File: src/rtl/demux1x2_stream.sv
// demux1x2_stream
//   Routes a valid/ready input stream to one of two output streams. Each
//   output channel has its own 2-entry FIFO, so a stall on one output does
//   not block beats headed for the other.
//
// Ports
//   clk, rst_n               clock, asynchronous active-low reset
//   in, sel, in_valid        input beat; sel=0 -> out1, sel=1 -> out2
//   in_ready                 beat accepted this cycle (selected queue not full)
//   outN, outN_valid         head of channel N queue (0 while empty)
//   outN_ready               consumer takes the head of channel N
//   outN_count               channel N occupancy, 0..2
//   outN_xfers               completed pops on channel N (wrapping)

// demux1x2_stream_fifo
//   One output channel: 2-entry FIFO with occupancy and a pop counter.
//
// Ports
//   clk, rst_n               clock, asynchronous active-low reset
//   push, wr_data            write wr_data at the tail (caller ensures not full)
//   rd_ready                 consumer takes the head when non-empty
//   rd_data, rd_valid        head entry (0 while empty), non-empty flag
//   count                    occupancy, 0..2
//   xfers                    completed pops (wrapping)
module demux1x2_stream_fifo #(
    parameter int unsigned WIDTH = 32,
    parameter int unsigned CNT_W = 16
) (
    input  logic             clk,
    input  logic             rst_n,
    input  logic             push,
    input  logic [WIDTH-1:0] wr_data,
    input  logic             rd_ready,
    output logic [WIDTH-1:0] rd_data,
    output logic             rd_valid,
    output logic [1:0]       count,
    output logic [CNT_W-1:0] xfers
);

    logic [WIDTH-1:0] mem_q [2];
    logic [WIDTH-1:0] mem_d [2];
    logic             wr_ptr_q, wr_ptr_d;
    logic             rd_ptr_q, rd_ptr_d;
    logic [1:0]       cnt_q, cnt_d;
    logic [CNT_W-1:0] xfers_q, xfers_d;
    logic             pop;

    always_comb begin
        mem_d    = mem_q;
        wr_ptr_d = wr_ptr_q;
        rd_ptr_d = rd_ptr_q;
        cnt_d    = cnt_q;
        xfers_d  = xfers_q;

        rd_valid = (cnt_q != 2'd0);
        pop      = rd_valid && rd_ready;

        if (push) begin
            mem_d[wr_ptr_q] = wr_data;
            wr_ptr_d        = ~wr_ptr_q;
        end
        if (pop) begin
            rd_ptr_d = ~rd_ptr_q;
            xfers_d  = xfers_q + CNT_W'(1);
        end

        // Push and pop together leave occupancy unchanged.
        if (push && !pop) begin
            cnt_d = cnt_q + 2'd1;
        end else if (pop && !push) begin
            cnt_d = cnt_q - 2'd1;
        end

        rd_data = rd_valid ? mem_q[rd_ptr_q] : '0;
        count   = cnt_q;
        xfers   = xfers_q;
    end

    // Storage is not reset; the head is masked by rd_valid instead.
    always_ff @(posedge clk) begin
        mem_q <= mem_d;
    end

    always_ff @(posedge clk or negedge rst_n) begin
        if (!rst_n) begin
            wr_ptr_q <= 1'b0;
            rd_ptr_q <= 1'b0;
            cnt_q    <= '0;
            xfers_q  <= '0;
        end else begin
            wr_ptr_q <= wr_ptr_d;
            rd_ptr_q <= rd_ptr_d;
            cnt_q    <= cnt_d;
            xfers_q  <= xfers_d;
        end
    end

endmodule

module demux1x2_stream #(
    parameter int unsigned WIDTH = 32,
    parameter int unsigned CNT_W = 16
) (
    input  logic             clk,
    input  logic             rst_n,
    input  logic [WIDTH-1:0] in,
    input  logic             sel,
    input  logic             in_valid,
    output logic             in_ready,
    output logic [WIDTH-1:0] out1,
    output logic             out1_valid,
    input  logic             out1_ready,
    output logic [1:0]       out1_count,
    output logic [CNT_W-1:0] out1_xfers,
    output logic [WIDTH-1:0] out2,
    output logic             out2_valid,
    input  logic             out2_ready,
    output logic [1:0]       out2_count,
    output logic [CNT_W-1:0] out2_xfers
);

    logic push1;
    logic push2;

    // Readiness looks only at the selected queue's registered count, so a
    // same-cycle pop never makes room for the incoming beat.
    always_comb begin
        in_ready = sel ? (out2_count != 2'd2) : (out1_count != 2'd2);
        push1    = in_valid && in_ready && !sel;
        push2    = in_valid && in_ready &&  sel;
    end

    demux1x2_stream_fifo #(
        .WIDTH (WIDTH),
        .CNT_W (CNT_W)
    ) u_ch1 (
        .clk      (clk),
        .rst_n    (rst_n),
        .push     (push1),
        .wr_data  (in),
        .rd_ready (out1_ready),
        .rd_data  (out1),
        .rd_valid (out1_valid),
        .count    (out1_count),
        .xfers    (out1_xfers)
    );

    demux1x2_stream_fifo #(
        .WIDTH (WIDTH),
        .CNT_W (CNT_W)
    ) u_ch2 (
        .clk      (clk),
        .rst_n    (rst_n),
        .push     (push2),
        .wr_data  (in),
        .rd_ready (out2_ready),
        .rd_data  (out2),
        .rd_valid (out2_valid),
        .count    (out2_count),
        .xfers    (out2_xfers)
    );

endmodule

File: config.mk
export PLATFORM = sky130hd
export DESIGN_NAME = demux1x2_stream
export DESIGN_NICKNAME = d
export VERILOG_FILES = /design/src/rtl/demux1x2_stream.sv
export SDC_FILE = /design/constraint.sdc
export NUM_CORES = 1
export LEC_CHECK = 0
export CAP_MARGIN = 20
export CORE_MARGIN = 1.5
export CORE_UTILIZATION = 45
export DETAILED_ROUTE_END_ITERATION = 10
export GPL_TIMING_DRIVEN = 0
export MAX_ROUTING_LAYER = met4
export PLACE_DENSITY_LB_ADDON = 0.2
export SYNTH_ARGS = -nofsm -noshare
export SYNTH_HDL_FRONTEND = slang
export SYNTH_SLANG_ARGS = --single-unit
File: constraint.sdc
create_clock -name clk -period 4.8 [get_ports clk]
set_clock_uncertainty 0.15 [all_clocks]
set_input_delay 0.72 -clock clk [delete_from_list [all_inputs] [get_ports clk]]
set_output_delay 0.72 -clock clk [all_outputs]
set_load 0.01 [all_outputs]
==> out/qor.csv, run 1 <==
stage;metric;value;unit
run_status;outcome;completed;
clocking;ctsResizeCount;0;
clocking;numCtsBuffers;17;
sta;tns;0;ns
clocking;cts.sinks;168;
sta;hold_ws;0.2751;ns
synth;synth_top_flop_cell;edfxtp_1;
sta;relSlewSlack;41.37;%
setup_path;cp_max_fo;10;
detailed_routing;post_drt_wl_per_cell;17.10;um
global_route;overflow;0;
clocking;cts_hold_buf;0;
layout;antenna_cells;0;
layout;finalNetCount;632;
placement;dpl_cell_area;0.008368;mm^2
setup_path;critPathKind;register to output pin;
floorplan;die_area;0.01545;mm^2
synth;syn_inst;427;
setup_path;cp-end-kind;output pin;
setup_path;worstPathArrival;2.57;ns
floorplan;start_util;45.91;%
clocking;clock_latency;0.41;ns
synth;syn-num-nets;469;
detailed_routing;initialDrtViolationCount;239;
floorplan;pin_count;141;
detailed_routing;via_per_inst;4.958;
power;pwr-share-seq;37.5;%
clocking;cts_buffer_depth;2;
synth;avgSynthCellArea;15.51;um^2
clocking;cts_tree;yes;
power;powerDensity;582.5;mW/mm^2
setup_path;required;3.93;ns
placement;portBuffers;140;
power;p_sw;0.001653;W
power;swShare;31.86;%
floorplan;die_h;124.3;um
synth;ys_warn_count;0;
sta;worstMarginPinSlew;0.8795;ns
synth;synth_seq_cells;168;
sta;slew_viol_final;0;
floorplan;row_count;44;
layout;final_util;61.75;%
global_route;grt_pass1_vias;3946;
clocking;clkSlewWorstSetupHoldPaths;0.06;ns
synth;ys_top_cells_by_area;edfxtp_1 58%, dfrtp_1 15%, mux2i_1 9.7%;
sta;fmax;290.5;MHz
global_route;antenna_found_initial;0;
power;pwr-share-clk;24.0;%
power;intPower;0.003535;W
global_route;grtUsageTotal;18.85;%
floorplan;die_x;124.3;um
synth;synth_top_area_share;58.05;%
floorplan;core_area;0.01442;mm^2
sta;post-route-period-util;71.72;%
power;max-vdd-ir-drop;0.0003032;V
placement;gp_congestion;0.7794;
synth;yosys.area.top_type;edfxtp_1;
global_route;grt_max_degree;41;
power;p_leak;3.403;nW
layout;final_area;0.008906;mm^2
sta;rsz0062_at_grt;false;
setup_path;worstSetupStartpointType;register;
synth;synth_edf_count;128;
sta;setup_viol;0;
worst_hold_path;hold_path_class;input pin to asynchronous set/reset pin;
detailed_routing;vias;3902;
synth;async_flop_share;23.81;%
clocking;ctsHtreeMaxLevel;4;
run;drv_cap;0;
clocking;cts_setup_buffers;0;
synth;synth_most_common_cell;edfxtp_1;
detailed_routing;first_pass_iters;4;
global_route;grt_pass1_wl;21290;um
layout;drive_above_1_share;8.624;%
synth;synth_common_cells;128 x edfxtp_1, 78 x nor2_1, 64 x mux2i_1, 40 x dfrtp_1, 27 x xnor2_1;
synth;synth_area;0.006621;mm^2
placement;hpwl;8876;um
detailed_routing;routed_wl;13460;um
sta;finalCriticalPeriod;3.443;ns
synth;yosys.cell_types.count;28;
sta;hold_violations;0;
synth;synth_seq_area_share;73.17;%
layout;syn_to_final_growth;34.50;%
detailed_routing;drc_errors;0;
clocking;root_buffer;clkbuf_16;
power;power_frac_comb;38.5;%
detailed_routing;ant_nets;0;
-- path summary, 6_finish.rpt --
check | end | slack [ns] | from | cells past startpoint
setup / recovery | out1[19] | 1.36 | u_ch1.count[0]$_DFFE_PN0P_ | 5
setup reg to reg | u_ch2.mem_q[46]$_DFFE_PP_ | 2.61 | u_ch2.count[0]$_DFFE_PN0P_ | 4
min in group clk | u_ch1.xfers[15]$_DFFE_PN0P_ | 0.32 | u_ch1.xfers[15]$_DFFE_PN0P_ | 1
hold / removal | u_ch2.xfers[15]$_DFFE_PN0P_ | 0.28 | rst_n | 1
max in group asynchronous | u_ch2.rd_ptr_q$_DFFE_PN0P_ | 3.67 | rst_n | 1
hold reg to reg | u_ch1.xfers[15]$_DFFE_PN0P_ | 0.32 | u_ch1.xfers[15]$_DFFE_PN0P_ | 1
-- logic make-up after synthesis --
logic type	share of synthesized area (%)
adder cells (fa/ha/maj)	0.7559
AO/OA/AOI/OAI	0.4724
multiplexers	10.02
AND/OR/NAND/NOR	9.033
flip-flops	73.17
buffers and inverters	1.266
XOR/XNOR	5.291
-- placed cells by master, fill, tap and decap left out, drive strengths merged, types with 3 or more instances in the layout --
master,count
nand2,14
nand4,11
inv,7
dfrtp,40
nor2,78
clkinvlp,4
and2,3
mux2i,64
xor2,13
clkdlybuf4s50,139
ha,4
clkinv,5
clkbuf,28
buf,12
and3,3
xnor2,27
edfxtp,128
nand3,8
-- layer usage --
layer | part of all wire [%] | global-route usage (%) | vias to the layer above | routed length (um)
met2 | 48 | 29.09 | 115 | 6462
li1 | - | - | 1865 | -
met3 | 5.4 | 5.241 | 9 | 723
met1 | 46 | 24.42 | 1913 | 6159
met5 | 0 | - | - | 0
met4 | 0.82 | 6.018 | 0 | 111
-- sequential cells by signal, summed over array words and instances, names as in the netlist, 2 cells and up --
name	cells
u_ch2.xfers	16
u_ch1.xfers	16
u_ch2.mem_q	64
u_ch1.count	2
u_ch1.mem_q	64
u_ch2.count	2
-- power by group through the flow --
stage	Clock [W]	Combinational (W)	Sequential, W
6_report	0.00124	0.00200	0.00195
5_1_grt	0.00133	0.00215	0.00197
2_1_floorplan	0	0.000934	0.00198
3_5_place_dp	0	0.00202	0.00198
3_3_place_gp	0	0.00197	0.00197
4_1_cts	0.00127	0.00203	0.00195
-- cell type report --
| type | count | area, um^2 |
|---|---|---|
| Clock inverter | 12 | 101.3 |
| Clock buffer | 20 | 436.7 |
| Inverter | 5 | 18.77 |
| Multi-Input combinational cell | 239 | 1710 |
| Buffer | 15 | 65.06 |
| Timing Repair Buffer | 144 | 1499 |
| Tap cell | 184 | 230.2 |
| Fill cell | 1103 | 5518 |
| Sequential cell | 168 | 4845 |
-- critical path, cell delays in order, from the launching register on --
cell,delay [ns]
dfrtp_1,0.38
buf_2,0.17
nor2_1,0.44
clkbuf_1,0.50
nor2_1,0.15
clkdlybuf4s50_1,0.51
-- per-stage QoR --
stage	power [W]	std cells	setup slack [ns]
final	0.005188	787	1.357
after floorplan	0.002914	427	1.823
after global placement	0.003940	751	0.02855
after detailed placement	0.003998	755	1.765
after global routing	0.005449	787	1.152
after CTS	0.005248	787	1.313
Power figures use the tool's default switching activity.
==> inputs of run 2 (changes only) <==
==> constraint.sdc (replaced) <==
create_clock -name clk -period 3.4 [get_ports clk]
set_clock_uncertainty 0.15 [all_clocks]
set_input_delay 0.51 -clock clk [delete_from_list [all_inputs] [get_ports clk]]
set_output_delay 0.51 -clock clk [all_outputs]
set_load 0.01 [all_outputs]
==> run 2 against run 1 <==
  * Sequential power increased by 41%
  * Clock power grew 41%
  * Combinational power increased by 41%
  * Flip-flop and latch count stayed put
==> out/qor.csv, run 2 (same netlist as run 1, synthesis figures left out) <==
stage;metric;value;unit;change
run_status;outcome;completed;;
power;pwr-share-clk;23.9;%;about the same
global_route;grt_max_degree;41;;unchanged
clocking;cts_setup_buffers;0;;unchanged
placement;dpl_cell_area;0.008368;mm^2;unchanged
setup_path;critPathSlowestCell;clkbuf_1;;
power;swShare;31.82;%;-0.035 points
detailed_routing;ant_nets;0;;unchanged
layout;nFillCells;1107;;+0.36%
placement;portBuffers;140;;unchanged
setup_path;required;2.74;ns;-1.19 ns
setup_path;crit_buf_inv;2;;-1
sta;setup_viol;0;;unchanged
setup_path;cp_max_fo;10;;unchanged
power;p_sw;0.002332;W;+41%
placement;gp_congestion;0.7794;;unchanged
detailed_routing;initialDrtViolationCount;263;;+10%
power;intPower;0.004995;W;+41%
clocking;numCtsBuffers;17;;unchanged
clocking;ctsHtreeMaxLevel;4;;unchanged
setup_path;crit_chain;nor2_1 > clkbuf_1 > nor2_1 > clkdlybuf4s50_1;;
sta;finalCriticalPeriod;3.207;ns;
power;finalPower;0.007326;W;+41%
setup_path;worstSetupStartpointType;register;;
layout;syn_to_final_growth;34.58;%;about the same
clocking;root_buffer;clkbuf_16;;
layout;finalNetCount;632;;unchanged
placement;hpwl;8876;um;unchanged
detailed_routing;vias;3894;;-0.21%
layout;final_cell_mix;139 x clkdlybuf4s50_1, 128 x edfxtp_1, 76 x nor2_1;;
power;max-vdd-ir-drop;0.0004269;V;+41%
global_route;grtUsageTotal;18.85;%;unchanged
global_route;overflow;0;;unchanged
setup_path;cpMostUsedCell;nor2_1;;
clocking;cts.sinks;168;;unchanged
floorplan;die_area;0.01545;mm^2;unchanged
detailed_routing;post_drt_wl_per_cell;17.09;um;about the same
setup_path;r2r_cells;4;;unchanged
layout;reg.largest.list;u_ch1.mem_q (64), u_ch2.mem_q (64);;
layout;final_common_cell;clkdlybuf4s50_1;;
clocking;cts_buffer_depth;2;;unchanged
detailed_routing;routed_wl;13450;um;about the same
run;drv_cap;0;;unchanged
power;pwr-share-seq;37.5;%;about the same
floorplan;row_count;44;;unchanged
detailed_routing;via_per_inst;4.948;;-0.21%
sta;relSlewSlack;41.22;%;-0.15 points
detailed_routing;drc_errors;0;;unchanged
global_route;grt_pass1_vias;3946;;unchanged
setup_path;crit_cells;4;;-1
global_route;antenna_found_initial;0;;unchanged
setup_path;reg2reg_from;u_ch2.count[0]$_DFFE_PN0P_;;
floorplan;core_area;0.01442;mm^2;unchanged
layout;final_area;0.008911;mm^2;about the same
power;power_frac_comb;38.5;%;about the same
power;p_leak;3.409;nW;+0.19%
sta;worstMarginPinSlew;0.8817;ns;+0.002211 ns
setup_path;worstPathArrival;2.55;ns;-0.02 ns
clocking;cts_tree;yes;;
layout;antenna_cells;0;;unchanged
sta;post-route-period-util;94.33;%;
floorplan;start_util;45.91;%;unchanged
setup_path;r2r_slack;1.21;ns;-1.40 ns
worst_hold_path;hold_path_class;input pin to asynchronous set/reset pin;;
detailed_routing;first_pass_iters;4;;unchanged
setup_path;reg2reg_to;u_ch2.mem_q[46]$_DFFE_PP_;;
sta;hold_ws;0.06354;ns;-0.2115 ns
layout;final_util;61.78;%;about the same
clocking;clock_latency;0.42;ns;about the same
setup_path;cp-end-kind;output pin;;
floorplan;die_h;124.3;um;unchanged
sta;hold_violations;0;;unchanged
floorplan;die_x;124.3;um;unchanged
sta;rsz0062_at_grt;false;;
setup_path;crit_family;buffers and inverters;;
setup_path;critPathKind;register to output pin;;
layout;drive_above_1_share;9.121;%;+0.50 points
power;powerDensity;822.2;mW/mm^2;+41%
sta;fmax;311.8;MHz;
global_route;grt_pass1_wl;21290;um;unchanged
floorplan;pin_count;141;;unchanged
sta;slew_viol_final;0;;unchanged
clocking;clkSlewWorstSetupHoldPaths;0.06;ns;about the same
setup_path;critPathMaxStageDelay;0.52;ns;about the same
run 2: layout make-up:
cell class / instances / area [um^2] / area share (%)
plain buffers: 15 / 67.56 / 0.7582
clock buffers: 20 / 436.7 / 4.900
clock inverters: 12 / 101.3 / 1.137
inverters: 5 / 18.77 / 0.2106
multi-input cells: 239 / 1713 / 19.22
flip-flops and latches: 168 / 4845 / 54.37
well taps: 184 / 230.2 / 2.584
repair buffers: 144 / 1499 / 16.82
run 2: worst max path at each step:
stage	slack (ns)	endpoint	startpoint
2_1_floorplan	0.52	u_ch2.mem_q[32]$_DFFE_PP_	u_ch2.count[0]$_DFFE_PN0P_
3_3_place_gp	-1.16	u_ch2.mem_q[45]$_DFFE_PP_	sel
3_5_place_dp	0.57	out2[10]	u_ch2.count[0]$_DFFE_PN0P_
4_1_cts	0.12	out1[19]	u_ch1.count[0]$_DFFE_PN0P_
5_1_grt	0.02	out2[14]	u_ch2.count[0]$_DFFE_PN0P_
6_report	0.19	out2[8]	u_ch2.count[0]$_DFFE_PN0P_
run 2: metal layers:
metal	track usage, %	part of all wire (%)	up-vias
li1	-	-	1864
met1	24.42	46	1905
met2	29.09	48	115
met3	5.241	5.2	10
met4	6.018	1.0	0
met5	-	0	-
run 2: per-stage QoR:
step	setup TNS [ns]	worst slack, ns	std cells
6_report	0	0.1927	787
2_1_floorplan	0	0.5154	427
3_5_place_dp	0	0.5746	755
5_1_grt	0	0.01908	787
3_3_place_gp	-67.40	-1.161	751
4_1_cts	0	0.1229	787
run 2: power by group through the flow:
stage / logic, W / clock network [W] / registers, W
after floorplan: 0.00132 / 0 / 0.00279
after global placement: 0.00278 / 0 / 0.00279
after detailed placement: 0.00285 / 0 / 0.00279
after CTS: 0.00287 / 0.00179 / 0.00275
after global routing: 0.00303 / 0.00188 / 0.00279
final: 0.00282 / 0.00175 / 0.00275
run 2: worst reg2reg max path, cell delays in order (launching register included):
cell	delay [ns]
dfrtp_1	0.49
nand2b_1	0.16
and3_1	0.25
nor2b_4	0.60
buf_16	0.24
run 2: what timing repair did:
action | in CTS | in global routing
endpoints found under the setup margin | 0 | 12
gates resized for setup | 0 | 6
hold buffers | 0 | 0
